### src/rtl/parity_frame_receiver.sv
// parity_frame_receiver
// Receives 11-bit serial frames (start, 8 data bits LSB first, even parity,
// stop) from a line that is already synchronous to clk, and reports each
// completed frame with a one-cycle data_valid pulse.
//
// state     | meaning
// ----------+-----------------------------------------------------------
// IDLE      | line idle, waiting for a low level (start bit)
// START     | counting to mid start bit; high there means a glitch
// DATA      | sampling the 8 data bits at mid-bit, LSB first
// PARITY    | sampling the parity bit at mid-bit
// STOP      | sampling the stop bit at mid-bit, then reporting the frame
// WAIT_HIGH | stop bit was low; waiting for the line to return high
//
// Ports
//   clk        : system clock, rising edge
//   reset_n    : asynchronous active-low reset
//   serial_in  : serial line, idle high, synchronous to clk
//   data_out   : last received data byte
//   data_valid : one-cycle pulse for each completed frame
//   parity_err : parity status of the last frame (1 = mismatch)
//   frame_err  : stop-bit status of the last frame (1 = stop bit low)
//   busy       : high in every state except IDLE

module parity_frame_receiver #(
    parameter int unsigned CLKS_PER_BIT = 4
) (
    input  logic       clk,
    input  logic       reset_n,
    input  logic       serial_in,
    output logic [7:0] data_out,
    output logic       data_valid,
    output logic       parity_err,
    output logic       frame_err,
    output logic       busy
);

    // The counter is cleared on the edge that detects the start bit and at
    // each sample point, so a sample falls on the edge where it reaches
    // (period - 1).
    localparam logic [15:0] HALF_LAST = 16'((CLKS_PER_BIT / 2) - 1);
    localparam logic [15:0] BIT_LAST  = 16'(CLKS_PER_BIT - 1);

    typedef enum logic [2:0] {
        S_IDLE,
        S_START,
        S_DATA,
        S_PARITY,
        S_STOP,
        S_WAIT_HIGH
    } state_t;

    state_t      state;
    state_t      state_next;
    logic [15:0] cnt;
    logic [2:0]  bit_idx;
    logic [7:0]  shift;
    logic        par_bit;
    logic        sample;

    always_ff @(posedge clk or negedge reset_n) begin
        if (!reset_n) begin
            state <= S_IDLE;
        end else begin
            state <= state_next;
        end
    end

    always_comb begin
        state_next = state;
        sample     = 1'b0;
        busy       = (state != S_IDLE);
        case (state)
            S_IDLE: begin
                if (!serial_in) begin
                    state_next = S_START;
                end
            end
            S_START: begin
                sample = (cnt == HALF_LAST);
                if (sample) begin
                    state_next = serial_in ? S_IDLE : S_DATA;
                end
            end
            S_DATA: begin
                sample = (cnt == BIT_LAST);
                if (sample && (bit_idx == 3'd7)) begin
                    state_next = S_PARITY;
                end
            end
            S_PARITY: begin
                sample = (cnt == BIT_LAST);
                if (sample) begin
                    state_next = S_STOP;
                end
            end
            S_STOP: begin
                sample = (cnt == BIT_LAST);
                if (sample) begin
                    state_next = serial_in ? S_IDLE : S_WAIT_HIGH;
                end
            end
            S_WAIT_HIGH: begin
                if (serial_in) begin
                    state_next = S_IDLE;
                end
            end
            default: begin
                state_next = S_IDLE;
            end
        endcase
    end

    always_ff @(posedge clk or negedge reset_n) begin
        if (!reset_n) begin
            cnt        <= 16'd0;
            bit_idx    <= 3'd0;
            shift      <= 8'h00;
            par_bit    <= 1'b0;
            data_out   <= 8'h00;
            data_valid <= 1'b0;
            parity_err <= 1'b0;
            frame_err  <= 1'b0;
        end else begin
            data_valid <= 1'b0;

            if ((state == S_IDLE) || (state == S_WAIT_HIGH) || sample) begin
                cnt <= 16'd0;
            end else begin
                cnt <= cnt + 16'd1;
            end

            if (state == S_IDLE) begin
                bit_idx <= 3'd0;
            end else if ((state == S_DATA) && sample) begin
                bit_idx <= bit_idx + 3'd1;
            end

            // Shift in at the MSB so the first (LSB) bit ends at bit 0.
            if ((state == S_DATA) && sample) begin
                shift <= {serial_in, shift[7:1]};
            end

            if ((state == S_PARITY) && sample) begin
                par_bit <= serial_in;
            end

            if ((state == S_STOP) && sample) begin
                data_valid <= 1'b1;
                data_out   <= shift;
                parity_err <= (^shift) ^ par_bit;
                frame_err  <= ~serial_in;
            end
        end
    end

endmodule

### config.mk
export PLATFORM = sky130hd
export DESIGN_NAME = parity_frame_receiver
export DESIGN_NICKNAME = d
export VERILOG_FILES = /design/src/rtl/parity_frame_receiver.sv
export SDC_FILE = /design/constraint.sdc
export NUM_CORES = 1
export LEC_CHECK = 0
export ABC_AREA = 0
export CORE_MARGIN = 2
export CORE_UTILIZATION = 28
export CTS_BUF_LIST = sky130_fd_sc_hd__clkbuf_8
export DETAILED_ROUTE_END_ITERATION = 7
export PLACE_DENSITY_LB_ADDON = 0.08
export SLEW_MARGIN = 20
export SYNTH_ARGS = -nofsm -noshare
export SYNTH_HDL_FRONTEND = slang
export SYNTH_SLANG_ARGS = --single-unit
export TNS_END_PERCENT = 10
### constraint.sdc
create_clock -name clk -period 2.4 [get_ports clk]
set_clock_uncertainty 0.15 [all_clocks]
set_input_delay 0.48 -clock clk [delete_from_list [all_inputs] [get_ports clk]]
set_output_delay 0.48 -clock clk [all_outputs]
set_load 0.03 [all_outputs]
==> results.json, run 1 <==
{
  "outcome": "completed",
  "syn-num-nets": 182,
  "avgSynthCellArea_um2": 11.6,
  "postSynth.asyncResetShare_pct": 100,
  "syn_area_um2": 2030,
  "pin_count": 15,
  "layout_common_cells": "42 x dfrtp_1, 16 x nor2_1, 15 x nand2_1",
  "finalNetCount": 201,
  "cap_violations": 0,
  "p_total_mw": 2.08,
  "finalInstanceArea_um2": 2390,
  "gr-total-overflow": 0,
  "dp_cells": 286,
  "drtIter0Drc": 105,
  "min-delay-path-class": "in2async",
  "synth_edf_count": 0,
  "hold_viol": 0,
  "dr.pass1.iters": 4,
  "die_h_um": 89.2,
  "arrival_ns": 2.18,
  "wl_met1_mm": 1.65,
  "cts.path.max_buffers": 2,
  "vias_per_cell": 4.45,
  "final_max_slew_viol_count": 0,
  "yosysWarnings": 0,
  "cts_root_buf": "clkbuf_8",
  "max_freq_ghz": 0.465,
  "cts.sinks": 42,
  "slew_headroom_pct": 64.6,
  "final-setup-viol-count": 0,
  "path_clk_slew_ns": 0.08,
  "synthCells": 175,
  "grt_pass1_vias": 1312,
  "top_layer": "met4",
  "fin_ws_ns": 0.249,
  "critical_path_required_ns": 2.43,
  "crit_fanout": 12,
  "mostFrequentLayoutCell": "dfrtp_1",
  "gp_congestion": 0.830,
  "stdcell_count": 293,
  "n_antenna_cell": 0,
  "dr_wl_met2_mm": 1.77,
  "fp.coreArea_um2": 7140,
  "dp_hpwl_mm": 2.55,
  "tritoncts": "built",
  "antenna_found_initial": 0,
  "fin_crit_ns": 2.15,
  "finalCritPeriodShare_pct": 89.6,
  "p_leak_nw": 1.11,
  "rsz0062_at_grt": "no",
  "setup_tns_ns": 0,
  "drt-wirelength-per-cell_um": 12.2,
  "grt_max_degree": 43,
  "vias": 1304,
  "grt_pass1_wl_mm": 6.18,
  "ys_seq_area_share_pct": 51.7,
  "post-place-ws_ns": 0.263,
  "grt_use_total_pct": 10.4,
  "multiInputGateArea_um2": 928,
  "ys.flop_type": "dfrtp_1",
  "vdd_drop_max_v": 0.000294,
  "startpoint_type": "register",
  "cp-end-kind": "register",
  "clk_latency_ns": 0.29,
  "powerDensity_nw_per_um2": 867,
  "postCtsHoldBufs": 0,
  "layout-drive-gt1-share_pct": 17.0,
  "final_antenna_net_count": 0,
  "wl_mm": 3.56,
  "rows": 31,
  "dpl_cell_area_um2": 2280,
  "synth_cell_types": 31,
  "num-fill-cells": 736,
  "critPathKind": "reg2reg",
  "met3_length_um": 87,
  "cts-buffers-inserted": 5,
  "worstMarginPinSlew_ns": 0.530,
  "dieArea_um2": 7960,
  "portBuffers": 14,
  "regArea_um2": 1050,
  "areaGrowthSynthToFinish_pct": 17.7,
  "htree_levels": 2,
  "drc": 0,
  "ys_seq_elements": 42,
  "die_w_um": 89.2,
  "start_util_pct": 28.5
}
worst paths after layout:
check | to | slack (ns) | depth (start not counted) | start
setup / recovery | shift[4] | 0.25 | 5 | cnt[0]
hold / removal | data_out[5] | 0.09 | 2 | reset_n
setup reg to reg | shift[4] | 0.25 | 5 | cnt[0]
hold reg to reg | parity_err | 0.33 | 2 | parity_err
max in group asynchronous | cnt[2] | 1.63 | 2 | reset_n
min in group clk | parity_err | 0.33 | 2 | parity_err
synth_stat cells (5+ instances only):
master	n	share of area, %
dfrtp_1	42	52
inv_1	5	0.92
mux2_2	11	6.1
mux2_4	5	3.7
nand2_1	15	2.8
nand3_1	10	2.5
nor2_1	16	3.0
o21ai_0	9	2.2
xnor2_1	8	3.4
xor2_1	14	6.0
metrics by stage:
stage / utilization, % / hold WS [ns]
2_1_floorplan: - / 0.0344
3_3_place_gp: 31.9 / 0.313
3_5_place_dp: 31.9 / 0.320
4_1_cts: 33.5 / 0.118
5_1_grt: 33.6 / 0.160
6_report: 33.6 / 0.0900
area by class of cell:
type | count | share of cell area [%]
clock inverters | 1 | 1.25
clock buffers | 6 | 3.45
multi-input cells | 123 | 38.8
repair buffers | 17 | 6.69
inverters | 5 | 0.784
flip-flops and latches | 42 | 43.9
well taps | 99 | 5.17
critical path, cell delays in order, from the launching register on:
cell and delay, ns:
dfrtp_1 0.39, ha_1 0.25, nor3b_1 0.31, and4_4 0.31, and3_4 0.28, mux2_2 0.35
layer usage:
layer / track usage (%) / vias up
met5: 0 / -
met4: 5.02 / 0
met3: 2.22 / 6
met2: 17.9 / 19
met1: 12.3 / 642
li1: - / 637
sequential cells by signal, indices dropped and copies added (netlist names):
name and count:
state 3, data_valid 1, bit_idx 3, frame_err 1, shift 8, cnt 16
par_bit 1, parity_err 1, data_out 8
power by group:
part | total (mW) | switching, mW | internal (mW)
sequential | 0.883 | 0.0893 | 0.793
clock | 0.573 | 0.240 | 0.333
combinational | 0.621 | 0.347 | 0.274
total | 2.08 | 0.676 | 1.40
timing repair:
action                                  CTS  global route
buffers inserted                          0             0
endpoints found under the setup margin    0             1
resized for setup                         0             1
logic make-up after synthesis:
kind of cell	share of synthesized area [%]
multiplexers	10.3
adder cells (fa/ha/maj)	2.46
AO/OA/AOI/OAI	4.18
flip-flops	51.7
buffers and inverters	2.71
XOR/XNOR	9.47
AND/OR/NAND/NOR	19.2
Note: power is estimated with default switching activity, not from simulation.
==> run 2: changes to the inputs <==
Settings changed: MAX_ROUTING_LAYER set to met4, SLEW_MARGIN 20 to 30.
==> run 2 against run 1 <==
Effect of this change: worst setup slack better by 0.00099 ns; clock power hardly changed; final cell count stayed put; critical path depth stayed put; global-route usage is 0.32 points higher; cell area stayed put; first-iteration DRC count is 1.9% lower; register-to-register slack hardly changed; non-clock buffer count stayed put; sequential share of layout area stayed put.
==> results.json, run 2 (synthesis gave the netlist of run 1 again) <==
{
  "outcome": "completed",
  "cts-buffers-inserted": 5,
  "slowest_delay_ns": 0.39,
  "vias": 1307,
  "layout-drive-gt1-share_pct": 17.0,
  "die_h_um": 89.2,
  "regMostFlops": "cnt",
  "cts_root_buf": "clkbuf_8",
  "vias_per_cell": 4.46,
  "grt_max_degree": 43,
  "grt_pass1_wl_mm": 6.19,
  "critPathTopFamily": "simple AND/OR/NAND/NOR gates",
  "rows": 31,
  "pin_count": 15,
  "setup_tns_ns": 0,
  "slew_headroom_pct": 64.8,
  "arrival_ns": 2.18,
  "grt_use_total_pct": 10.7,
  "fin_crit_ns": 2.15,
  "drc": 0,
  "finalNetCount": 201,
  "crit_fanout": 12,
  "start_util_pct": 28.5,
  "layout_common_cells": "42 x dfrtp_1, 16 x nor2_1, 15 x nand2_1",
  "cp-end-kind": "register",
  "tritoncts": "built",
  "gr-total-overflow": 0,
  "wl_mm": 3.55,
  "dieArea_um2": 7960,
  "antenna_found_initial": 0,
  "fin_ws_ns": 0.250,
  "final_max_slew_viol_count": 0,
  "fp.coreArea_um2": 7140,
  "finalCritPeriodShare_pct": 89.6,
  "dr.pass1.iters": 4,
  "die_w_um": 89.2,
  "vdd_drop_max_v": 0.000294,
  "startpoint_type": "register",
  "cp_slowest_cell": "dfrtp_1",
  "postCtsHoldBufs": 0,
  "clk_latency_ns": 0.29,
  "powerDensity_nw_per_um2": 868,
  "num-fill-cells": 736,
  "path_clk_slew_ns": 0.08,
  "portBuffers": 14,
  "hold_viol": 0,
  "gp_congestion": 0.843,
  "final-setup-viol-count": 0,
  "cts.path.max_buffers": 2,
  "cap_violations": 0,
  "htree_levels": 2,
  "drtIter0Drc": 103,
  "dp_cells": 286,
  "dp_hpwl_mm": 2.55,
  "reg.largest.list": "cnt: 16 flops, data_out: 8 flops, shift: 8 flops",
  "cp_cell_sequence": "ha_1, nor3b_1, and4_4, and3_4, mux2_2",
  "largest_reg_flops": 16,
  "grt_pass1_vias": 1312,
  "p_leak_nw": 1.11,
  "post-place-ws_ns": 0.263,
  "cts.sinks": 42,
  "critPathKind": "reg2reg",
  "rsz0062_at_grt": "no",
  "min-delay-path-class": "in2async",
  "critical_path_required_ns": 2.43,
  "areaGrowthSynthToFinish_pct": 17.7,
  "max_freq_ghz": 0.465,
  "stdcell_count": 293,
  "worstMarginPinSlew_ns": 0.528,
  "mostFrequentLayoutCell": "dfrtp_1",
  "n_antenna_cell": 0,
  "crit_buf_inv": 0,
  "final_antenna_net_count": 0,
  "drt-wirelength-per-cell_um": 12.1
}
==> run 2: cell type report <==
type | count | area, um^2 | area share [%]
flip-flops and latches | 42 | 1050 | 43.9
clock inverters | 1 | 30.0 | 1.25
multi-input cells | 123 | 928 | 38.8
well taps | 99 | 124 | 5.17
repair buffers | 17 | 160 | 6.69
inverters | 5 | 18.8 | 0.784
clock buffers | 6 | 82.6 | 3.45
==> run 2: per-stage QoR <==
step	util (%)	power (mW)	hold slack (ns)	area [um^2]
6_report	33.6	2.08	0.0948	2390
3_3_place_gp	31.9	1.52	0.313	2280
4_1_cts	33.5	2.12	0.118	2390
3_5_place_dp	31.9	1.53	0.320	2280
2_1_floorplan	-	1.35	0.0344	2030
5_1_grt	33.6	2.23	0.160	2390
==> run 2: final timing paths <==
kind / slack, ns / depth (start not counted) / from / end
min reg2reg: 0.33 / 2 / parity_err / parity_err
max reg2reg: 0.25 / 5 / cnt[0] / shift[4]
max in group asynchronous: 1.63 / 2 / reset_n / cnt[2]
min in group clk: 0.33 / 2 / parity_err / parity_err
min: 0.09 / 2 / reset_n / data_valid
max: 0.25 / 5 / cnt[0] / shift[4]
==> run 2: what timing repair did <==
item	4_1_cts	5_1_grt
endpoints found under the setup margin	0	1
resized for setup	0	1
setup buffers	0	0
==> run 2: worst register-to-register path, delay by kind of cell (launching register included) <==
family / cells / cell delay (ns)
simple gates: 3 / 0.90
flops: 1 / 0.39
mux: 1 / 0.35
fa+ha+maj: 1 / 0.25
==> run 2: routing by layer <==
layer  track usage [%]  up-vias  wire length, um  share of wire [%]
li1                  -      638                -                  -
met1              12.3      644             1650                 46
met2              17.9       19             1760                 49
met3              2.22        6               85                2.4
met4              5.02        0               57                1.6
met5                 -        -                0                  0
==> run 2: power by group <==
group          total, mW  internal (mW)  switching [mW]  leakage (nW)
Clock              0.574          0.333           0.241        0.0573
Combinational      0.621          0.274           0.347         0.486
Sequential         0.883          0.793          0.0894         0.571
